`config.mk`:
```
export PLATFORM = sky130hd
export DESIGN_NAME = dcache_dm_flat
export DESIGN_NICKNAME = d
export VERILOG_FILES = /design/src/rtl/dcache_dm_if.sv /design/src/rtl/dcache_dm.sv /design/src/flat_wrapper.sv
export SDC_FILE = /design/constraint.sdc
export NUM_CORES = 1
export LEC_CHECK = 0
export CAP_MARGIN = 40
export CORE_MARGIN = 2
export CORE_UTILIZATION = 60
export DETAILED_ROUTE_END_ITERATION = 10
export GPL_TIMING_DRIVEN = 0
export PLACE_DENSITY_LB_ADDON = 0.1
export SLEW_MARGIN = 20
export SYNTH_ARGS = -nofsm -noshare
export SYNTH_HDL_FRONTEND = slang
export SYNTH_SLANG_ARGS = --single-unit
```
`constraint.sdc`:
```
create_clock -name clk -period 22.3 [get_ports clk]
set_input_delay 4.46 -clock clk [delete_from_list [all_inputs] [get_ports clk]]
set_output_delay 4.46 -clock clk [all_outputs]
set_load 0.03 [all_outputs]
```
`src/rtl/dcache_dm_if.sv`:
```
// rtl/dcache_dm_if.sv - processor and memory-side bus bundle for dcache_dm
// Purpose: groups the processor request/response and the line-memory
//          request/response signals of the direct-mapped data cache.
// Ports (signals):
//   proc_read, proc_write, proc_addr[29:0], proc_wdata[31:0]  -> cache
//   proc_rdata[31:0], proc_stall                               <- cache
//   mem_read, mem_write, mem_addr[27:0], mem_wdata[127:0]      <- cache
//   mem_rdata[127:0], mem_ready                                -> cache
// Modports: master = memory stage + line memory side, slave = the cache.
interface dcache_dm_if;
    logic         proc_read;
    logic         proc_write;
    logic [29:0]  proc_addr;
    logic [31:0]  proc_wdata;
    logic [31:0]  proc_rdata;
    logic         proc_stall;
    logic         mem_read;
    logic         mem_write;
    logic [27:0]  mem_addr;
    logic [127:0] mem_wdata;
    logic [127:0] mem_rdata;
    logic         mem_ready;

    modport master (
        output proc_read, proc_write, proc_addr, proc_wdata,
        input  proc_rdata, proc_stall,
        input  mem_read, mem_write, mem_addr, mem_wdata,
        output mem_rdata, mem_ready
    );

    modport slave (
        input  proc_read, proc_write, proc_addr, proc_wdata,
        output proc_rdata, proc_stall,
        output mem_read, mem_write, mem_addr, mem_wdata,
        input  mem_rdata, mem_ready
    );
endinterface

```
`src/rtl/dcache_dm.sv`:
```
// rtl/dcache_dm.sv - direct-mapped write-back write-allocate data cache
// Purpose: LINES lines of 4 x 32-bit words. Hits complete in the request
//          cycle; misses stall, optionally write back a dirty victim, refill
//          the line and then complete as a hit on the next IDLE cycle.
// Ports:
//   clk            clock, rising edge
//   rst_n          synchronous active-low reset (clears valid/dirty, FSM IDLE)
//   bus            dcache_dm_if.slave (processor and line-memory signals)
//   hit_count      [31:0] completed first-cycle hits   (DCACHE_STATS_EN only)
//   miss_count     [31:0] misses started                (DCACHE_STATS_EN only)
// Optional feature macro: DCACHE_STATS_EN (hit/miss counters).
module dcache_dm #(
    parameter int LINES = 8
) (
    input  logic        clk,
    input  logic        rst_n,
    dcache_dm_if.slave  bus
`ifdef DCACHE_STATS_EN
    ,
    output logic [31:0] hit_count,
    output logic [31:0] miss_count
`endif
);
    localparam int IDX_W = $clog2(LINES);
    localparam int TAG_W = 28 - IDX_W;

    typedef enum logic [1:0] {
        IDLE      = 2'd0,
        WRITEBACK = 2'd1,
        ALLOCATE  = 2'd2
    } state_t;

    state_t state, state_nxt;

    logic [LINES-1:0] valid;
    logic [LINES-1:0] dirty;
    logic [TAG_W-1:0] tag_mem  [LINES];
    logic [127:0]     data_mem [LINES];

    logic             req;
    logic             hit;
    logic [1:0]       off;
    logic [IDX_W-1:0] idx;
    logic [TAG_W-1:0] tag;
    logic [127:0]     line_cur;
    logic [127:0]     line_merged;
    logic             refill_done;

    // A simultaneous read and write is a write, so only "any request" and
    // proc_write matter below.
    assign req = bus.proc_read | bus.proc_write;
    assign off = bus.proc_addr[1:0];
    assign idx = bus.proc_addr[IDX_W+1:2];
    assign tag = bus.proc_addr[29:IDX_W+2];

    assign line_cur    = data_mem[idx];
    assign hit         = (state == IDLE) && req && valid[idx] && (tag_mem[idx] == tag);
    assign refill_done = (state == ALLOCATE) && bus.mem_ready;

    // Store data merged into the indexed line; word w lives at [32w+31:32w].
    always_comb begin
        line_merged = line_cur;
        line_merged[{off, 5'b0} +: 32] = bus.proc_wdata;
    end

    // Processor-side outputs are purely combinational so a hit never stalls.
    assign bus.proc_rdata = line_cur[{off, 5'b0} +: 32];
    assign bus.proc_stall = req && !hit;

    // State register
    always_ff @(posedge clk) begin
        if (!rst_n) begin
            state <= IDLE;
        end else begin
            state <= state_nxt;
        end
    end

    // Next state and memory-side outputs
    always_comb begin
        state_nxt     = state;
        bus.mem_read  = 1'b0;
        bus.mem_write = 1'b0;
        bus.mem_addr  = bus.proc_addr[29:2];
        bus.mem_wdata = line_cur;
        unique case (state)
            IDLE: begin
                if (req && !hit) begin
                    state_nxt = (valid[idx] && dirty[idx]) ? WRITEBACK : ALLOCATE;
                end
            end
            WRITEBACK: begin
                bus.mem_write = 1'b1;
                bus.mem_addr  = {tag_mem[idx], idx};
                if (bus.mem_ready) begin
                    state_nxt = ALLOCATE;
                end
            end
            ALLOCATE: begin
                bus.mem_read = 1'b1;
                if (bus.mem_ready) begin
                    state_nxt = IDLE;
                end
            end
            default: begin
                state_nxt = IDLE;
            end
        endcase
    end

    // Line status bits: the only cache state that reset must clear.
    always_ff @(posedge clk) begin
        if (!rst_n) begin
            valid <= '0;
            dirty <= '0;
        end else if (refill_done) begin
            valid[idx] <= 1'b1;
            dirty[idx] <= 1'b0;
        end else if (hit && bus.proc_write) begin
            dirty[idx] <= 1'b1;
        end
    end

    // Tag and data arrays carry no reset; their contents are qualified by valid.
    always_ff @(posedge clk) begin
        if (rst_n) begin
            if (refill_done) begin
                data_mem[idx] <= bus.mem_rdata;
                tag_mem[idx]  <= tag;
            end else if (hit && bus.proc_write) begin
                data_mem[idx] <= line_merged;
            end
        end
    end

`ifdef DCACHE_STATS_EN
    // miss_pending marks that the current access already missed, so its
    // completing hit after the refill is not counted as a hit.
    logic miss_pending;

    always_ff @(posedge clk) begin
        if (!rst_n) begin
            hit_count    <= '0;
            miss_count   <= '0;
            miss_pending <= 1'b0;
        end else begin
            if ((state == IDLE) && req && !hit) begin
                miss_count   <= miss_count + 32'd1;
                miss_pending <= 1'b1;
            end
            if (hit) begin
                if (!miss_pending) begin
                    hit_count <= hit_count + 32'd1;
                end
                miss_pending <= 1'b0;
            end
        end
    end
`endif

endmodule
```
`src/flat_wrapper.sv`:
```
// flat-port wrapper written by rule: the top's interface ports become plain ports
module dcache_dm_flat 
#(
    parameter int LINES = 8
)
  (clk, rst_n, bus_proc_read, bus_proc_write, bus_proc_addr, bus_proc_wdata, bus_proc_rdata, bus_proc_stall, bus_mem_read, bus_mem_write, bus_mem_addr, bus_mem_wdata, bus_mem_rdata, bus_mem_ready);
  dcache_dm_if bus_i ();
  input  logic clk;
  input  logic rst_n;
  input wire logic [$bits(bus_i.proc_read)-1:0] bus_proc_read;
  input wire logic [$bits(bus_i.proc_write)-1:0] bus_proc_write;
  input wire logic [$bits(bus_i.proc_addr)-1:0] bus_proc_addr;
  input wire logic [$bits(bus_i.proc_wdata)-1:0] bus_proc_wdata;
  output wire logic [$bits(bus_i.proc_rdata)-1:0] bus_proc_rdata;
  output wire logic [$bits(bus_i.proc_stall)-1:0] bus_proc_stall;
  output wire logic [$bits(bus_i.mem_read)-1:0] bus_mem_read;
  output wire logic [$bits(bus_i.mem_write)-1:0] bus_mem_write;
  output wire logic [$bits(bus_i.mem_addr)-1:0] bus_mem_addr;
  output wire logic [$bits(bus_i.mem_wdata)-1:0] bus_mem_wdata;
  input wire logic [$bits(bus_i.mem_rdata)-1:0] bus_mem_rdata;
  input wire logic [$bits(bus_i.mem_ready)-1:0] bus_mem_ready;
  assign bus_i.proc_read = bus_proc_read;
  assign bus_i.proc_write = bus_proc_write;
  assign bus_i.proc_addr = bus_proc_addr;
  assign bus_i.proc_wdata = bus_proc_wdata;
  assign bus_proc_rdata = bus_i.proc_rdata;
  assign bus_proc_stall = bus_i.proc_stall;
  assign bus_mem_read = bus_i.mem_read;
  assign bus_mem_write = bus_i.mem_write;
  assign bus_mem_addr = bus_i.mem_addr;
  assign bus_mem_wdata = bus_i.mem_wdata;
  assign bus_i.mem_rdata = bus_mem_rdata;
  assign bus_i.mem_ready = bus_mem_ready;
  dcache_dm #(.LINES(LINES)) u_core (.clk(clk), .rst_n(rst_n), .bus(bus_i));
endmodule
```
**Word level (Yosys, flattened, before mapping)**

Memories as Yosys holds them, arrays and structs flattened.
Cells that the tools add are included.

- Output and inout bits: 191
- Input bits: 195
- Memory bits (writable): 1224
- Register bits: 18
- Memories: 2

Memories:

| memory | depth | width | rd ports | clocked after Yosys merged registers in | write ports | RTL line | text |
|---|---|---|---|---|---|---|---|
| u_core.data_mem | 8 | 128 | 1 | 0 | 1 | dcache_dm.sv:38 | `logic [127:0] data_mem [LINES];` |
| u_core.tag_mem | 8 | 25 | 1 | 0 | 1 | dcache_dm.sv:37 | `logic [TAG_W-1:0] tag_mem [LINES];` |

- Reductions and logical operators: 12
- Multiplexer cells: 25
- Equality and inequality tests: 6
- Order comparisons: 2
- Bitwise logic cells: 6
- Add/sub/neg operators: 1
- Shift operators: 3

Operators by type and width:

| operator | number |
|---|---|
| 128-bit bitwise mux | 1 |
| 128-bit two-way mux | 1 |
| 32-bit by 9-bit variable shift with 128-bit output, first input constant | 1 |
| 128-bit by 8-bit indexed part select with 32-bit output | 1 |
| 32-bit by 9-bit indexed part select with 128-bit output | 1 |
| 28-bit two-way mux | 1 |
| 25-bit equality test | 1 |
| 8-bit two-way mux | 2 |
| 8-bit OR | 2 |
| 1-bit two-way mux | 12 |
| 7-bit negation with 9-bit output | 1 |
| 8-bit bitwise AND | 1 |
| 1-bit logical AND | 8 |
| 2-bit two-way mux | 4 |
| 8-bit inverter | 1 |
| 1-bit binary-select mux with 3-bit select | 2 |
| 2-bit inequality test, second input constant | 3 |
| 2-bit case mux with 3 select lines | 1 |
| 3-bit by 4-bit < comparator with 1-bit output, second input constant | 1 |
| 1-bit demux with 3-bit select | 1 |
| 3-bit by 1-bit >= comparator with 1-bit output, second input constant | 1 |
| 3-bit AND reduction | 1 |
| 2-bit by 1-bit equality test with 1-bit output, second input constant | 1 |
| 2-bit equality test, second input constant | 1 |
| 4 further kinds | 5 |

**Logic depth before layout (Yosys ltp)**

- Depth in word-level cells: 10
- Gate-level depth with buffers: 13
- Gate-level depth less buffers: 7

**Worst setup path before layout**

Ideal clock, no wire load.

- Kind: input -> output
- Start: input bus_proc_addr[4]
- End: output bus_proc_rdata[29]
- Data required time: 17.840 ns
- Data arrival time: 7.438 ns
- Stages on the path: 12
- Setup slack: 10.402 ns
- Path through: buf_4 -> buf_4 -> buf_6 -> buf_6 -> clkbuf_1 -> buf_2 -> buf_2 -> mux2i_1 -> nor2_1 -> a21oi_1 -> o21ai_0 -> mux4_2

- Longest elaborated chain between the ends: 2

Ends and longest elaborated chain:

| element | RTL line | text |
|---|---|---|
| from (decl) | flat_wrapper.sv:12 | `input wire logic [$bits(bus_i.proc_addr)-1:0] bus_proc_addr;` |
| memory 8 x 128 bit | n/a |  |
| via bus_mem_wdata[125] | flat_wrapper.sv:19 | `output wire logic [$bits(bus_i.mem_wdata)-1:0] bus_mem_wdata;` |
| 128-bit by 8-bit indexed part select with 32-bit output | dcache_dm.sv:67 | `assign bus.proc_rdata = line_cur[{off, 5'b0} +: 32];` |
| to (decl) | flat_wrapper.sv:14 | `output wire logic [$bits(bus_i.proc_rdata)-1:0] bus_proc_rdata;` |

The timed path passes the listed nets, and every way through them passes these cells.

**Worst setup path in the final report**

- Start: input bus_proc_addr[2]
- End: output bus_proc_rdata[2]

- Longest elaborated chain between the ends: 2

Ends and longest elaborated chain:

| element | RTL line |
|---|---|
| memory 8 x 128 bit | n/a |
| 128-bit by 8-bit indexed part select with 32-bit output | dcache_dm.sv:67 |

No other way between the ends.

==> results.cfg <==
[logic_synthesis]
synthCells = 2791
synth-seq-area-share_pct = 74.4
synth_seq_cells = 1242
synthesis.area_um2 = 49900
yosys.cell_types.count = 64
syn_area_per_cell_um2 = 17.9
synth_edf_count = 1224
synth_async_sr_flop_share_pct = 0
synthFlopType = edfxtp_1
yosys_warnings = 0
syn_nets = 2991

[setup_path]
crit_type = in -> out
crit_path_end_kind = output port
r2r_slack_ps = 17390
crit_fanout = 10
setup.worst_path.start_class = primary input
crit_required_ps = 17840
arrival_ps = 9600

[global_routing]
use_met1_pct = 52.9
use_met2_pct = 63.2
gr-total-overflow = 0
grt_max_degree = 19
antenna_found_initial = 10
busiest_layer = met2
first_global_vias = 32200
met3_usage_pct = 15.7
grtUsageTotal_pct = 42.2
grt_pass1_wl_um = 248000

[route]
wl_per_cell_um = 39.3
post-route-drc-count = 0
post_drt_via_cell_ratio = 7.26
drt_first_pass_iters = 8
ant_nets = 0
totalWireLength_um = 182000
first_iter_violations = 6092
routed-via-count = 33600

[timing]
fin_ws_ps = 8240
slew-limit-headroom_pct = 34.5
hold_viol_final = 0
fin_setup_tns_ps = 0
whs_ps = 462
post-route-min-period_ps = 14060
timing.fmax_mhz = 71.1
slew_viol_final = 0
rsz0062_at_grt = false
setup_viol = 0
fin_crit_sh_pct = 63.0
fin_skew_ps = 33.8
worst_pin_slew_ps = 973

[final_layout]
fin_util_pct = 75.4
multi_input_area_um2 = 11700
syn_to_final_growth_pct = 24.3
num-fill-cells = 4732
mostFrequentLayoutCells = edfxtp_1, clkdlybuf4s50_1, a22oi_1
drive_gt1_share_pct = 16.8
layout_commonest_cell = edfxtp_1
ff_latch_area_um2 = 37100
nets = 3651

[clock_tree]
cts_resized = 0
clk_latency_ps = 710
cts_hold_buf = 0
cts_tree = built
cts_root_buf = clkbuf_16
clockBufferDepth = 3
cts_buffers = 119
post-cts-setup-buffer-count = 0
h-tree-depth = 3
clk_pin_slew_ps = 60
cts_sinks = 1242

[pwr]
vdd_drop_max_uv = 72.4
leakagePower_nw = 20.4
power_density_nw_per_um2 = 82.9
finalPower_mw = 5.14

[die]
start_util_pct = 60.6
die_w_um = 292
io_pins = 386
core_area_um2 = 82200
dieArea_um2 = 85400
rows = 105
die_height_um = 292

[worst_hold_path]
hold_path_class = reg -> reg

[placement]
dp_hpwl_um = 128000
numPortBuffers = 381
gp_congestion = 0.959
pre_cts_slack_ps = 8580

[job]
maxCapViolations = 0

[run_status]
status = complete, no violations
[stage by stage]
| step | cell area [µm²] | cells |
|---|---|---|
| floorplan | 49900 | 2791 |
| global placement | 55000 | 4242 |
| detailed placement | 58100 | 4389 |
| CTS | 61800 | 4611 |
| global route | 62000 | 4623 |
| finish | 62000 | 4628 |
[sequential cells by signal (all words and copies together) (netlist names), named ones only]
signal           flops
u_core.state         2
u_core.data_mem   1024
u_core.tag_mem     200
u_core.valid         8
[final timing paths]
kind	cells after the start	to	startpoint
worst max register to register	13	u_core.data_mem[5][54]	u_core.tag_mem[7][18]
worst min register to register	1	u_core.valid[1]	u_core.valid[1]
worst max-delay path	11	bus_proc_rdata[2]	bus_proc_addr[2]
worst min-delay path	1	u_core.valid[1]	u_core.valid[1]
[power breakdown]
group / switching [mW] / total, mW / internal (mW)
clock network: 0.873 / 1.98 / 1.10
logic: 0.367 / 0.574 / 0.207
registers: 0.00469 / 2.59 / 2.58
total: 1.24 / 5.14 / 3.89
[per-layer routing]
metal	routed length (µm)	vias to the layer above
met3	28600	703
met5	69	-
met4	13600	12
met2	80400	3204
met1	59400	16600
li1	-	13000
[synthesized netlist by cell type (all sizes together) (3+ instances only)]
cell / n / area (µm²)
xor2: 8 / 70.1
mux2: 150 / 2030
o31ai: 11 / 82.6
nand4: 69 / 432
o21a: 6 / 45.0
o22ai: 3 / 18.8
nor3: 8 / 45.0
o21ai: 40 / 208
nor2b: 6 / 37.5
a222oi: 4 / 40.0
a22o: 200 / 1750
a21o: 5 / 37.5
mux4: 52 / 1180
xnor2: 6 / 52.6
or4b: 3 / 30.0
nand3: 60 / 300
clkbuf: 154 / 578
o211ai: 9 / 67.6
a22oi: 360 / 2700
dfxtp: 18 / 360
a21oi: 29 / 175
a221oi: 52 / 455
a221o: 11 / 110
inv: 10 / 37.5
mux2i: 85 / 876
nand2b: 3 / 18.8
nand2: 60 / 225
edfxtp: 1224 / 36800
buf: 50 / 549
or3: 7 / 43.8
nor2: 40 / 150
ha: 5 / 62.6
and2: 4 / 25.0
a211oi: 11 / 82.6
nor4: 5 / 46.3
[cells by family (layout without fill, tap and decap cells)]
group / count (synthesis) / after routing / synth area share (%)
DFF: 1242 / 1242 / 74.4
AOI/OAI and AO/OA: 746 / 746 / 11.7
muxes: 287 / 287 / 8.18
and+or+nand+nor: 282 / 282 / 3.00
buffers and inverters: 215 / 976 / 2.34
xor gates and xnor gates: 14 / 14 / 0.246
adders and majority gates: 5 / 5 / 0.125
other: 0 / 6 / 0
[worst max-delay path: stages]
cell	delay (ps)
buf_6	140
nor2b_1	310
clkbuf_1	680
and2_1	230
clkbuf_1	540
clkbuf_1	770
clkbuf_2	640
a22oi_1	140
nand4_1	580
mux4_2	400
clkdlybuf4s50_1	670
[layout make-up]
type                    instances  area share [%]
clock buffers                 149            5.09
clock inverters                73           0.987
plain buffers                 204            1.87
flip-flops and latches       1242            59.9
inverters                      11          0.0666
multi-input cells            1334            18.9
diodes                          6          0.0242
well taps                    1070            2.16
repair buffers                539            11.0
(Power assumes the default switching activity.)
